==> src/rtl/jtdd_pkg.sv <==
// ---------------------------------------------------------------------------
// jtdd_pkg
// Shared constants and types for the main-CPU side of the main/MCU link.
//   - Address map of the shared RAM window and the MCU control registers
//   - NMI pulse length and the stall limit before a forced bus grant
//   - Arbiter state encoding
//   - is_shared(): page compare for the 512-byte shared RAM window
// ---------------------------------------------------------------------------
package jtdd_pkg;

  // Address map seen by the main CPU
  localparam logic [15:0] SH_BASE   = 16'h2000;
  localparam logic [15:0] CTRL_ADDR = 16'h380B;
  localparam logic [15:0] NMI_ADDR  = 16'h380C;
  localparam logic [15:0] IACK_ADDR = 16'h380D;

  // Timing constants, in clk cycles
  localparam int NMI_LEN = 4;
  localparam int MAXWAIT = 1023;

  localparam int NMI_CW  = $clog2(NMI_LEN + 1);
  localparam int WAIT_CW = $clog2(MAXWAIT + 1);

  typedef enum logic [1:0] {
    ARB_IDLE  = 2'd0,
    ARB_WAIT  = 2'd1,
    ARB_GRANT = 2'd2
  } arb_state_t;

  // The window is 512 bytes, so only A[15:9] take part in the decode
  function automatic logic is_shared(input logic [6:0] page);
    return page == SH_BASE[15:9];
  endfunction

endpackage

==> src/rtl/jtdd_mcu_arb.sv <==
// ---------------------------------------------------------------------------
// jtdd_mcu_arb
// Arbitrates the main CPU's access to the shared RAM against the MCU.
// Ports:
//   clk, rst    system clock, asynchronous active-high reset
//   cen_E       main CPU clock enable (one pulse per E cycle)
//   sh_req      main CPU is addressing the shared window this cycle
//   mcu_ban     MCU currently owns the shared bus
//   com_cs      shared RAM chip select for the main CPU access
//   cpu_wait    stall request towards the main CPU clock enable
//   timeout     sticky flag: a grant was forced after MAXWAIT stall cycles
// ---------------------------------------------------------------------------
module jtdd_mcu_arb
  import jtdd_pkg::*;
(
  input  logic clk,
  input  logic rst,
  input  logic cen_E,
  input  logic sh_req,
  input  logic mcu_ban,
  output logic com_cs,
  output logic cpu_wait,
  output logic timeout
);

  localparam logic [WAIT_CW-1:0] WAIT_LAST = WAIT_CW'(MAXWAIT - 1);

  arb_state_t         state_q, state_d;
  logic [WAIT_CW-1:0] wait_cnt_q, wait_cnt_d;
  logic               ban_low_q, ban_low_d;
  logic               timeout_q, timeout_d;
  logic               fast_grant;
  logic               granted;

  // A free bus in IDLE is granted within the same clk, so the access
  // behaves as if the FSM were already in GRANT. If the CPU's cen_E lands
  // in that very cycle the access is complete and the FSM never leaves IDLE.
  // The wait counter counts stall cycles, including the IDLE cycle in which
  // the stall starts, so cpu_wait is high for at most MAXWAIT cycles.
  always_comb begin
    fast_grant = (state_q == ARB_IDLE) & sh_req & ~mcu_ban;
    granted    = (state_q == ARB_GRANT) | fast_grant;
    state_d    = state_q;
    wait_cnt_d = '0;
    ban_low_d  = 1'b0;
    timeout_d  = timeout_q;
    case (state_q)
      ARB_IDLE: begin
        if (sh_req) begin
          if (mcu_ban) begin
            state_d    = ARB_WAIT;
            wait_cnt_d = WAIT_CW'(1);
          end else if (!cen_E) begin
            state_d = ARB_GRANT;
          end
        end
      end
      ARB_WAIT: begin
        if (!sh_req) begin
          state_d = ARB_IDLE;
        end else if (!mcu_ban && ban_low_q) begin
          state_d = ARB_GRANT;
        end else if (wait_cnt_q == WAIT_LAST) begin
          state_d   = ARB_GRANT;
          timeout_d = 1'b1;
        end else begin
          wait_cnt_d = wait_cnt_q + WAIT_CW'(1);
          ban_low_d  = ~mcu_ban;
        end
      end
      ARB_GRANT: begin
        if (cen_E || !sh_req) begin
          state_d = ARB_IDLE;
        end
      end
      default: state_d = ARB_IDLE;
    endcase
  end

  always_ff @(posedge clk or posedge rst) begin
    if (rst) begin
      state_q    <= ARB_IDLE;
      wait_cnt_q <= '0;
      ban_low_q  <= 1'b0;
      timeout_q  <= 1'b0;
    end else begin
      state_q    <= state_d;
      wait_cnt_q <= wait_cnt_d;
      ban_low_q  <= ban_low_d;
      timeout_q  <= timeout_d;
    end
  end

  // Both outputs depend on live inputs, so they are masked by rst to drop
  // immediately when reset is asserted mid-access.
  assign com_cs   = ~rst & granted & sh_req;
  assign cpu_wait = ~rst & ((state_q == ARB_WAIT) |
                            ((state_q == ARB_IDLE) & sh_req & mcu_ban));
  assign timeout  = timeout_q;

endmodule

==> src/rtl/jtdd_mcu_hostif.sv <==
// ---------------------------------------------------------------------------
// jtdd_mcu_hostif
// Main-CPU-side end of the main/MCU link.
// Ports:
//   clk, rst      system clock, asynchronous active-high reset
//   cen_E         main CPU clock enable
//   cpu_AB/rnw/vma/dout   main CPU bus
//   shared_dout   shared RAM read data from the MCU block
//   mcu_ban       MCU owns the shared bus
//   mcu_irqmain   MCU interrupt request level
//   com_cs        shared RAM chip select towards the MCU block
//   mcu_nmi_set   NMI_LEN-cycle NMI trigger pulse to the MCU
//   mcu_halt      MCU halt, bit 0 of the control register
//   cpu_wait      stall; the top level gates the CPU cen with ~cpu_wait
//   cpu_din       read data: shared_dout inside the window, 8'hFF elsewhere
//   main_irq      latched MCU interrupt towards the main CPU
//   timeout       sticky: a forced grant occurred
// ---------------------------------------------------------------------------
module jtdd_mcu_hostif
  import jtdd_pkg::*;
(
  input  logic        clk,
  input  logic        rst,
  input  logic        cen_E,
  input  logic [15:0] cpu_AB,
  input  logic        cpu_rnw,
  input  logic        cpu_vma,
  input  logic [7:0]  cpu_dout,
  input  logic [7:0]  shared_dout,
  input  logic        mcu_ban,
  input  logic        mcu_irqmain,
  output logic        com_cs,
  output logic        mcu_nmi_set,
  output logic        mcu_halt,
  output logic        cpu_wait,
  output logic [7:0]  cpu_din,
  output logic        main_irq,
  output logic        timeout
);

  logic              sh_hit;
  logic              sh_req;
  logic              reg_wr;
  logic              ctrl_wr;
  logic              nmi_wr;
  logic              iack_wr;
  logic              irq_rise;
  logic              halt_q, halt_d;
  logic [NMI_CW-1:0] nmi_cnt_q, nmi_cnt_d;
  logic              irq_in_q, irq_in_d;
  logic              main_irq_q, main_irq_d;
  logic              unused_dout;

  assign sh_hit   = is_shared(cpu_AB[15:9]);
  assign sh_req   = cpu_vma & sh_hit;
  assign reg_wr   = cpu_vma & ~cpu_rnw & cen_E;
  assign ctrl_wr  = reg_wr & (cpu_AB == CTRL_ADDR);
  assign nmi_wr   = reg_wr & (cpu_AB == NMI_ADDR);
  assign iack_wr  = reg_wr & (cpu_AB == IACK_ADDR);
  assign irq_rise = mcu_irqmain & ~irq_in_q;

  // Only bit 0 of the write data is meaningful on this bus
  assign unused_dout = &{1'b0, cpu_dout[7:1]};

  jtdd_mcu_arb u_arb (
    .clk      (clk),
    .rst      (rst),
    .cen_E    (cen_E),
    .sh_req   (sh_req),
    .mcu_ban  (mcu_ban),
    .com_cs   (com_cs),
    .cpu_wait (cpu_wait),
    .timeout  (timeout)
  );

  // A retrigger reloads the NMI counter instead of restarting it, so the
  // pulse simply stretches with no low gap; the MCU only sees one edge.
  // For the IRQ latch a new edge beats a simultaneous acknowledge so that
  // request is never lost.
  always_comb begin
    halt_d     = halt_q;
    nmi_cnt_d  = nmi_cnt_q;
    irq_in_d   = mcu_irqmain;
    main_irq_d = main_irq_q;
    if (ctrl_wr) begin
      halt_d = cpu_dout[0];
    end
    if (nmi_wr) begin
      nmi_cnt_d = NMI_CW'(NMI_LEN);
    end else if (nmi_cnt_q != '0) begin
      nmi_cnt_d = nmi_cnt_q - NMI_CW'(1);
    end
    if (irq_rise) begin
      main_irq_d = 1'b1;
    end else if (iack_wr) begin
      main_irq_d = 1'b0;
    end
  end

  always_ff @(posedge clk or posedge rst) begin
    if (rst) begin
      halt_q     <= 1'b0;
      nmi_cnt_q  <= '0;
      irq_in_q   <= 1'b0;
      main_irq_q <= 1'b0;
    end else begin
      halt_q     <= halt_d;
      nmi_cnt_q  <= nmi_cnt_d;
      irq_in_q   <= irq_in_d;
      main_irq_q <= main_irq_d;
    end
  end

  assign mcu_halt    = halt_q;
  assign mcu_nmi_set = (nmi_cnt_q != '0);
  assign main_irq    = main_irq_q;
  assign cpu_din     = sh_hit ? shared_dout : 8'hFF;

endmodule

==> config.mk <==
export PLATFORM = sky130hd
export DESIGN_NAME = jtdd_mcu_hostif
export DESIGN_NICKNAME = d
export VERILOG_FILES = /design/src/rtl/jtdd_pkg.sv /design/src/rtl/jtdd_mcu_arb.sv /design/src/rtl/jtdd_mcu_hostif.sv
export SDC_FILE = /design/constraint.sdc
export NUM_CORES = 1
export LEC_CHECK = 0
export CAP_MARGIN = 20
export CORE_MARGIN = 3
export CORE_UTILIZATION = 45
export CTS_CLUSTER_SIZE = 12
export DETAILED_ROUTE_END_ITERATION = 6
export GPL_TIMING_DRIVEN = 0
export PLACE_DENSITY_LB_ADDON = 0.12
export SLEW_MARGIN = 5
export SYNTH_ARGS = -nofsm -noshare
export SYNTH_HDL_FRONTEND = slang
export SYNTH_HIERARCHICAL = 1
export SYNTH_SLANG_ARGS = --single-unit
==> constraint.sdc <==
create_clock -name clk -period 9 [get_ports clk]
set_input_delay 2.7 -clock clk [delete_from_list [all_inputs] [get_ports clk]]
set_output_delay 2.7 -clock clk [all_outputs]
set_load 0.01 [all_outputs]
## Word-level counts from Yosys, hierarchy flattened

Cells that the tools add are included.

- Register bits after elaboration: 20
- Bits of input ports: 39
- Word-level logic and storage cells: 74

- Add/subtract/negate cells: 2
- Equal/unequal tests: 11
- Mux-type cells: 23
- Bitwise gates (word level): 20
- Reductions and logical operators: 10

Operator list:

| cell | number |
|---|---|
| 16-bit by 14-bit equality test with 1-bit output, second input constant | 3 |
| 10-bit 2-to-1 mux | 4 |
| 10-bit case mux with 2 select lines | 1 |
| 2-bit 2-to-1 mux | 7 |
| 1-bit AND | 13 |
| 10-bit by 1-bit adder with 10-bit output, second input constant | 1 |
| 10-bit equality test, second input constant | 1 |
| 8-bit 2-to-1 mux | 1 |
| 4-bit AND reduction | 2 |
| 7-bit by 5-bit equality test with 1-bit output, second input constant | 1 |
| 1-bit 2-to-1 mux | 7 |
| 3-bit 2-to-1 mux | 2 |
| 2-bit case mux with 3 select lines | 1 |
| 1-bit inverter | 5 |
| 4-bit inequality test, second input constant | 1 |
| 2-bit nonzero test | 2 |
| 3-bit inequality test, second input constant | 1 |
| 3-bit nonzero test | 1 |
| 3-bit by 1-bit subtractor with 3-bit output, second input constant | 1 |
| 2-bit by 1-bit equality test with 1-bit output, second input constant | 1 |
| 2-bit equality test, second input constant | 1 |
| 1-bit zero test | 2 |
| 2-bit zero test | 1 |
| 2-bit by 1-bit inequality test with 1-bit output, second input constant | 1 |
| other kinds (4) | 5 |

## Logic depth before layout (Yosys ltp)

Gate-level depths: netlist of the first run.

- Word-level depth: 7
- Depth in mapped cells: 8
- Gate-level depth less buffers: 6

## Modules after synthesis

Netlist of the first run, hierarchy kept.

By module, submodules not included:

| module | times used | cells each | area each (µm²) | seq. area each (µm²) |
|---|---|---|---|---|
| jtdd_mcu_arb | 1 | 79 | 792.0 | 350.3 |
| jtdd_mcu_hostif | 1 | 46 | 431.7 | 150.1 |

## Worst setup path after synthesis of the first run

OpenSTA, ideal clock, no wires.

- Kind: input port to output port
- From: in cpu_AB[9]
- To: out com_cs
- Data arrival time: 4258 ps
- Slack: 2042 ps
- Cell stages on the path: 6
- Buffers on the path: 1
- Path through: or3_4 > or4_1 > buf_2 > nor2_1 > nor2b_1 > nor3b_1

- Cells in the longest elaborated chain, start to end: 7

RTL lines:

| item | RTL line | source |
|---|---|---|
| start: declaration | jtdd_mcu_hostif.sv:25 | `input logic [15:0] cpu_AB,` |
| 7-bit by 5-bit equality test with 1-bit output (*) | jtdd_pkg.sv:32 | `return page == SH_BASE[15:9];` |
| 1-bit AND (*) | jtdd_mcu_hostif.sv:55 | `assign sh_req = cpu_vma & sh_hit;` |
| named net sh_req | jtdd_mcu_hostif.sv:42 | `logic sh_req;` |
| 1-bit AND (2 in a row) | jtdd_mcu_arb.sv:41 | `fast_grant = (state_q == ARB_IDLE) & sh_req & ~mcu_ban;` |
| 1-bit OR | jtdd_mcu_arb.sv:42 | `granted = (state_q == ARB_GRANT) \| fast_grant;` |
| 1-bit AND | jtdd_mcu_arb.sv:96 | `assign com_cs = ~rst & granted & sh_req;` |
| 1-bit AND (*) | jtdd_mcu_arb.sv:96 |  |
| end: declaration | jtdd_mcu_hostif.sv:32 | `output logic com_cs,` |

Mark *: on every way through the listed nets, which the timed path passes. The rest lies on a longest branch.

## Worst setup path after layout of the first run

- From: in cpu_AB[9]
- To: out cpu_wait

- Cells in the longest elaborated chain, start to end: 6

RTL lines:

| item | RTL line | source |
|---|---|---|
| 7-bit by 5-bit equality test with 1-bit output | jtdd_pkg.sv:32 |  |
| 1-bit AND | jtdd_mcu_hostif.sv:55 |  |
| named net sh_req | jtdd_mcu_hostif.sv:42 |  |
| 1-bit AND (2 in a row) | jtdd_mcu_arb.sv:98 | `((state_q == ARB_IDLE) & sh_req & mcu_ban));` |
| 1-bit OR | jtdd_mcu_arb.sv:97 | `assign cpu_wait = ~rst & ((state_q == ARB_WAIT) \|` |
| 1-bit AND | jtdd_mcu_arb.sv:97 |  |
| end: declaration | jtdd_mcu_hostif.sv:35 | `output logic cpu_wait,` |

The timed path passes the listed nets, and every way through them passes these cells.

==> flow_summary.yaml, run 1 <==
floorplan:
  coreArea_sq_um: 2520
  rows: 18
  dieArea_sq_um: 3380
  die_h_microns: 58.1
  ios: 53
  initial_core_util_pct: 48.5
  dieWidth_microns: 58.1
finish:
  diodes: 0
  multi_input_area_sq_um: 667
  fillCellCount: 189
  nets: 218
  drive_gt1_share_pct: 12.6
  fin_util_pct: 69.3
  regArea_sq_um: 500
  syn2layout_area_growth_pct: 42.8
yosys:
  synthXorXnorAreaFrac_pct: 2.86
  async_flop_share_pct: 100
  synth-seq-cells: 20
  synthSimpleGateAreaFrac_pct: 33.8
  synth_top_family_by_area: "simple AND/OR/NAND/NOR gates"
  synth_ff_type: "dfrtp_1"
  synth_cell_types: 44
  synth_edf_count: 0
  ys_warn_count: 6
  syn_area_sq_um: 1220
  synth.net_count: 168
  ys_seq_area_share_pct: 40.9
  synth_cells: 125
  synth_compound_gate_area_share_pct: 12.0
  yosys.area_share.adder_pct: 4.09
  syn_avg_cell_area_sq_um: 9.79
  muxShareOfSynthArea_pct: 1.74
placement:
  hpwlAfterDp_microns: 2360
  portBuffers: 45
  routabilityCongestion: 0.745
setup_path:
  r2r_cells: 4
  reg2reg_to: "u_arb/wait_cnt_q[6]"
  critical-path-max-stage-delay_ns: 0.55
  crit_top_cell: "clkdlybuf4s50_1"
  cpMaxStageDelayCell: "clkdlybuf4s50_1"
  worstPathMaxFanout: 9
  worstPathRequired_ns: 6.30
  arrival_ns: 5.31
  endpoint: "cpu_wait"
  endpoint_kind: "output pin"
  cp_top_family: "simple AND/OR/NAND/NOR gates"
  reg2reg_slack_ns: 7.58
  startpoint: "cpu_AB[9]"
  path_cells: "clkdlybuf4s50_1 -> or3_4 -> or4_1 -> buf_2 -> nor2_1 -> nor2b_1 -> nand2_1 -> a21oi_1 -> clkdlybuf4s50_1"
  crit_type: "in2out"
  r2r-start: "u_arb/wait_cnt_q[0]"
  worstPathBufferInverterCount: 3
  start_kind: "input port"
  path_depth: 9
sta:
  timing.slew.headroom_pct: 64.4
  maxSlewViolCount: 0
  setup-tns-final_ns: 0
  timing.final.crit_share_pct: 88.9
  fin_crit_ns: 8.01
  max_freq_mhz: 125
  hold_viol_final: 0
  setup_viol: 0
  worst_slew_pin_slew_ns: 0.534
  finClkSkew_ns: 0.00498
  rsz0062_at_grt: "no"
routing:
  totalWireLength_microns: 2850
  drtIter0Drc: 18
  wl_per_cell_microns: 14.0
  met1_length_microns: 1320
  wl_met2_microns: 1280
  first_pass_iters: 4
  routed.top_layer: "met4"
  vias_per_cell: 5.41
  ant_nets: 0
  num_vias: 1103
  drc_errors: 0
  wl_met3_microns: 236
outcome:
  status: "complete, no violations"
clocking:
  holdBufCountCts: 0
  post-cts-setup-buffers: 0
  root_buffer: "clkbuf_4"
  h-tree-depth: 1
  cts_buffers: 3
  cts_tree: "done"
  insertion_delay_ns: 0.29
  clk_pin_slew_ns: 0.10
  cts_sinks: 20
  ctsResizeCount: 0
  cts_buffer_depth: 2
pwr:
  p_switching_uw: 53.0
  p_int_uw: 155
  power_frac_seq_pct: 48.3
  sw_frac_of_total_pct: 25.4
  p_comb_share_pct: 27.3
  power.share.clock_pct: 24.3
  vdd_drop_max_uv: 123
  p_leak_nw: 0.705
  p_per_area_nw_per_um2: 119
global_routing:
  grt_pass1_wl_microns: 4860
  overflow: 0
  grt_use_total_pct: 18.3
  antenna_found_initial: 0
  grt_pass1_vias: 1106
  grt_max_degree: 15
hold_path:
  hp-class: "reg2reg"
job:
  max_cap_viol_count: 0
## layout by cell type, fill, tap and decap left out, drive strengths merged, types with 2 or more instances in the layout
master,instances
and2,2
clkbuf,4
o22ai,2
buf,4
or3,3
inv,8
nand4,4
nand2,9
nor2,3
nor3,7
dfrtp,20
clkdlybuf4s50,45
xnor2,2
nand3b,2
ha,4
or4,2
nand3,7
or2,10
a211oi,6
nand2b,5
nor2b,2
o21ai,4
nor3b,3
and3b,2
xor2,2
## flip-flops by register name (all words and copies together) (netlist names)
name,cells
u_arb/wait_cnt_q,10
nmi_cnt_q,3
u_arb/state_q,2
irq_in_q,1
main_irq,1
mcu_halt,1
u_arb/ban_low_q,1
u_arb/timeout,1
## layer usage
layer | GRT usage, % | vias up
li1 | - | 545
met1 | 23.7 | 510
met2 | 31.0 | 46
met3 | 3.79 | 2
met4 | 4.97 | 0
met5 | 0 | -
## synth_stat cells, types with 2 or more instances
cell | n | area share [%]
a211oi_1 | 4 | 2.5
a211oi_2 | 2 | 2.0
and2_1 | 2 | 1.0
and3b_1 | 2 | 1.4
buf_2 | 3 | 1.2
dfrtp_1 | 20 | 41
ha_1 | 4 | 4.1
inv_1 | 8 | 2.5
nand2_1 | 8 | 2.5
nand2b_1 | 5 | 2.6
nand3_1 | 6 | 2.5
nand3b_1 | 2 | 1.2
nand4_1 | 3 | 1.5
nor2_1 | 3 | 0.92
nor2b_1 | 2 | 1.0
nor3_1 | 6 | 2.5
nor3b_1 | 3 | 1.8
o21ai_0 | 4 | 1.6
o22ai_1 | 2 | 1.0
or2_1 | 8 | 4.1
or2_2 | 2 | 1.0
or3_1 | 2 | 1.0
xnor2_1 | 2 | 1.4
xor2_1 | 2 | 1.4
## stage by stage
stage	cell area, sq um	hold slack, ns	instances	setup slack [ns]	total power [mW]
3_5_place_dp	1710	0.468	200	1.01	0.160
4_1_cts	1750	0.494	204	1.01	0.212
2_1_floorplan	1220	0.479	125	2.04	0.135
5_1_grt	1750	0.537	204	0.885	0.221
6_report	1750	0.495	204	0.995	0.208
3_3_place_gp	1710	0.450	200	1.07	0.156
## worst min-delay path by stage
stage / from / to / slack [ns] / depth (start not counted)
final: u_arb/timeout / u_arb/timeout / 0.49 / 1
after global routing: u_arb/timeout / u_arb/timeout / 0.54 / 1
after CTS: u_arb/timeout / u_arb/timeout / 0.49 / 1
after detailed placement: u_arb/timeout / u_arb/timeout / 0.47 / 1
after global placement: u_arb/timeout / u_arb/timeout / 0.45 / 1
after floorplan: nmi_cnt_q[2] / nmi_cnt_q[2] / 0.48 / 2
## cell type report
cell class	count	share of cell area [%]
multi-input cells	93	38.2
inverters	8	1.72
well taps	30	2.15
flip-flops and latches	20	28.6
plain buffers	4	1.50
repair buffers	45	25.8
clock buffers	4	2.08
## cell families after synthesis
family                   count (synthesis)
XOR/XNOR                                 4
adder cells (fa/ha/maj)                  4
flip-flops                              20
AND/OR/NAND/NOR                         64
multiplexers                             2
AO/OA/AOI/OAI                           19
buffers and inverters                   12
## power by group through the flow
stage	clock network [mW]	registers (mW)	logic, mW
6_report	0.0506	0.101	0.0570
2_1_floorplan	0	0.102	0.0335
4_1_cts	0.0536	0.101	0.0577
3_5_place_dp	0	0.103	0.0572
3_3_place_gp	0	0.102	0.0543
5_1_grt	0.0555	0.101	0.0645
Power figures use the tool's default switching activity.
==> run 2: changes to the inputs <==
--- a/config.mk
+++ b/config.mk
@@ -11,7 +11,7 @@
 export CTS_CLUSTER_SIZE = 12
 export DETAILED_ROUTE_END_ITERATION = 6
 export GPL_TIMING_DRIVEN = 0
-export PLACE_DENSITY_LB_ADDON = 0.12
+export PLACE_DENSITY = 0.85
 export SLEW_MARGIN = 5
 export SYNTH_ARGS = -nofsm -noshare
 export SYNTH_HDL_FRONTEND = slang
==> flow_summary.yaml, run 2 (synthesis results as in run 1) <==
setup_path:
  worstPathMaxFanout: 9
  arrival_ns: 5.32
  worstPathRequired_ns: 6.30
  crit_type: "in2out"
  endpoint_kind: "output pin"
  path_cells: "clkdlybuf4s50_1 -> or3_4 -> or4_1 -> buf_2 -> nor2_1 -> nor2b_1 -> nand2_1 -> a21oi_1 -> clkdlybuf4s50_1"
  cpMaxStageDelayCell: "clkdlybuf4s50_1"
  crit_top_cell: "clkdlybuf4s50_1"
  start_kind: "input port"
  critical-path-max-stage-delay_ns: 0.56
finish:
  final_cell_mix: "45 x clkdlybuf4s50_1, 20 x dfrtp_1, 8 x nand2_1, 8 x inv_1, 8 x or2_1"
  final_common_cell: "clkdlybuf4s50_1"
  nets: 218
  reg.largest.list: "u_arb/wait_cnt_q: 10 flops, nmi_cnt_q: 3 flops, u_arb/state_q: 2 flops"
  final_cell_count_no_fill: 204
  drive_gt1_share_pct: 12.6
  diodes: 0
  top_register: "u_arb/wait_cnt_q"
  finalInstanceArea_sq_um: 1750
  syn2layout_area_growth_pct: 42.8
  largest_reg_flops: 10
clocking:
  cts_sinks: 20
  h-tree-depth: 1
  insertion_delay_ns: 0.30
  clk_pin_slew_ns: 0.10
  cts_buffers: 3
  root_buffer: "clkbuf_4"
  ctsResizeCount: 0
  cts_tree: "done"
  holdBufCountCts: 0
  post-cts-setup-buffers: 0
  cts_buffer_depth: 2
job:
  max_cap_viol_count: 0
sta:
  fin_crit_ns: 8.02
  finClkSkew_ns: 0.00540
  holdWs_ns: 0.476
  rsz0062_at_grt: "no"
  timing.slew.headroom_pct: 64.1
  setup-tns-final_ns: 0
  worst_slew_pin_slew_ns: 0.538
  timing.final.crit_share_pct: 89.1
  hold_viol_final: 0
  setup_viol: 0
  maxSlewViolCount: 0
  max_freq_mhz: 125
routing:
  ant_nets: 0
  vias_per_cell: 5.38
  drtIter0Drc: 36
  drc_errors: 0
  totalWireLength_microns: 2930
  num_vias: 1098
  wl_per_cell_microns: 14.4
  first_pass_iters: 4
hold_path:
  hp-class: "reg2reg"
floorplan:
  coreArea_sq_um: 2520
  rows: 18
  initial_core_util_pct: 48.5
  die_h_microns: 58.1
  dieWidth_microns: 58.1
  dieArea_sq_um: 3380
  ios: 53
placement:
  portBuffers: 45
  dp.cells: 200
  routabilityCongestion: 0.756
  hpwlAfterDp_microns: 2410
  dpl_cell_area_sq_um: 1710
global_routing:
  grt_use_total_pct: 18.9
  grt_pass1_vias: 1058
  grt_max_degree: 15
  overflow: 0
  grt_pass1_wl_microns: 4890
  antenna_found_initial: 0
outcome:
  status: "complete, no violations"
pwr:
  p_leak_nw: 0.705
  vdd_drop_max_uv: 165
  p_per_area_nw_per_um2: 118
[run 2: layout make-up]
cell class,instances,area (sq um)
well taps,30,37.5
inverters,8,30.0
repair buffers,45,450
fillers,205,774
flip-flops and latches,20,500
plain buffers,4,26.3
clock buffers,4,36.3
multi-input cells,93,667
[run 2: per-layer routing]
| metal | part of all wire (%) | track usage, % |
|---|---|---|
| met1 | 41 | 22.8 |
| met2 | 53 | 34.2 |
| met3 | 4.6 | 4.45 |
| met4 | 0.79 | 3.97 |
| met5 | 0 | 0 |
[run 2: path summary, 6_finish.rpt]
path	start	to	slack, ns	depth (start not counted)
setup reg to reg	u_arb/wait_cnt_q[0]	u_arb/wait_cnt_q[6]	7.54	4
hold reg to reg	u_arb/timeout	u_arb/timeout	0.48	1
hold / removal	u_arb/timeout	u_arb/timeout	0.48	1
max in group asynchronous	rst	u_arb/timeout	5.81	2
min in group asynchronous	rst	mcu_halt	2.70	2
setup / recovery	cpu_AB[9]	cpu_wait	0.98	9
[run 2: report_power, final]
part           internal (mW)  leakage [nW]  switching [mW]  total (mW)
sequential            0.0975         0.265         0.00294       0.100
combinational         0.0334         0.419          0.0229      0.0563
clock                 0.0247        0.0210          0.0252      0.0499
[run 2: through the flow]
| stage | worst slack [ns] | power [mW] | util (%) |
|---|---|---|---|
| 2_1_floorplan | 2.04 | 0.135 | - |
| 3_3_place_gp | 1.07 | 0.156 | 67.9 |
| 3_5_place_dp | 0.998 | 0.159 | 67.9 |
| 4_1_cts | 0.990 | 0.210 | 69.3 |
| 5_1_grt | 0.818 | 0.221 | 69.3 |
| 6_report | 0.981 | 0.207 | 69.3 |
[run 2: worst max-delay path: cells and delay by family]
kind / cells / cell delay [ns]
and+or+nand+nor: 5 / 1.34
buffers and inverters: 3 / 1.14
AOI/OAI and AO/OA: 1 / 0.14
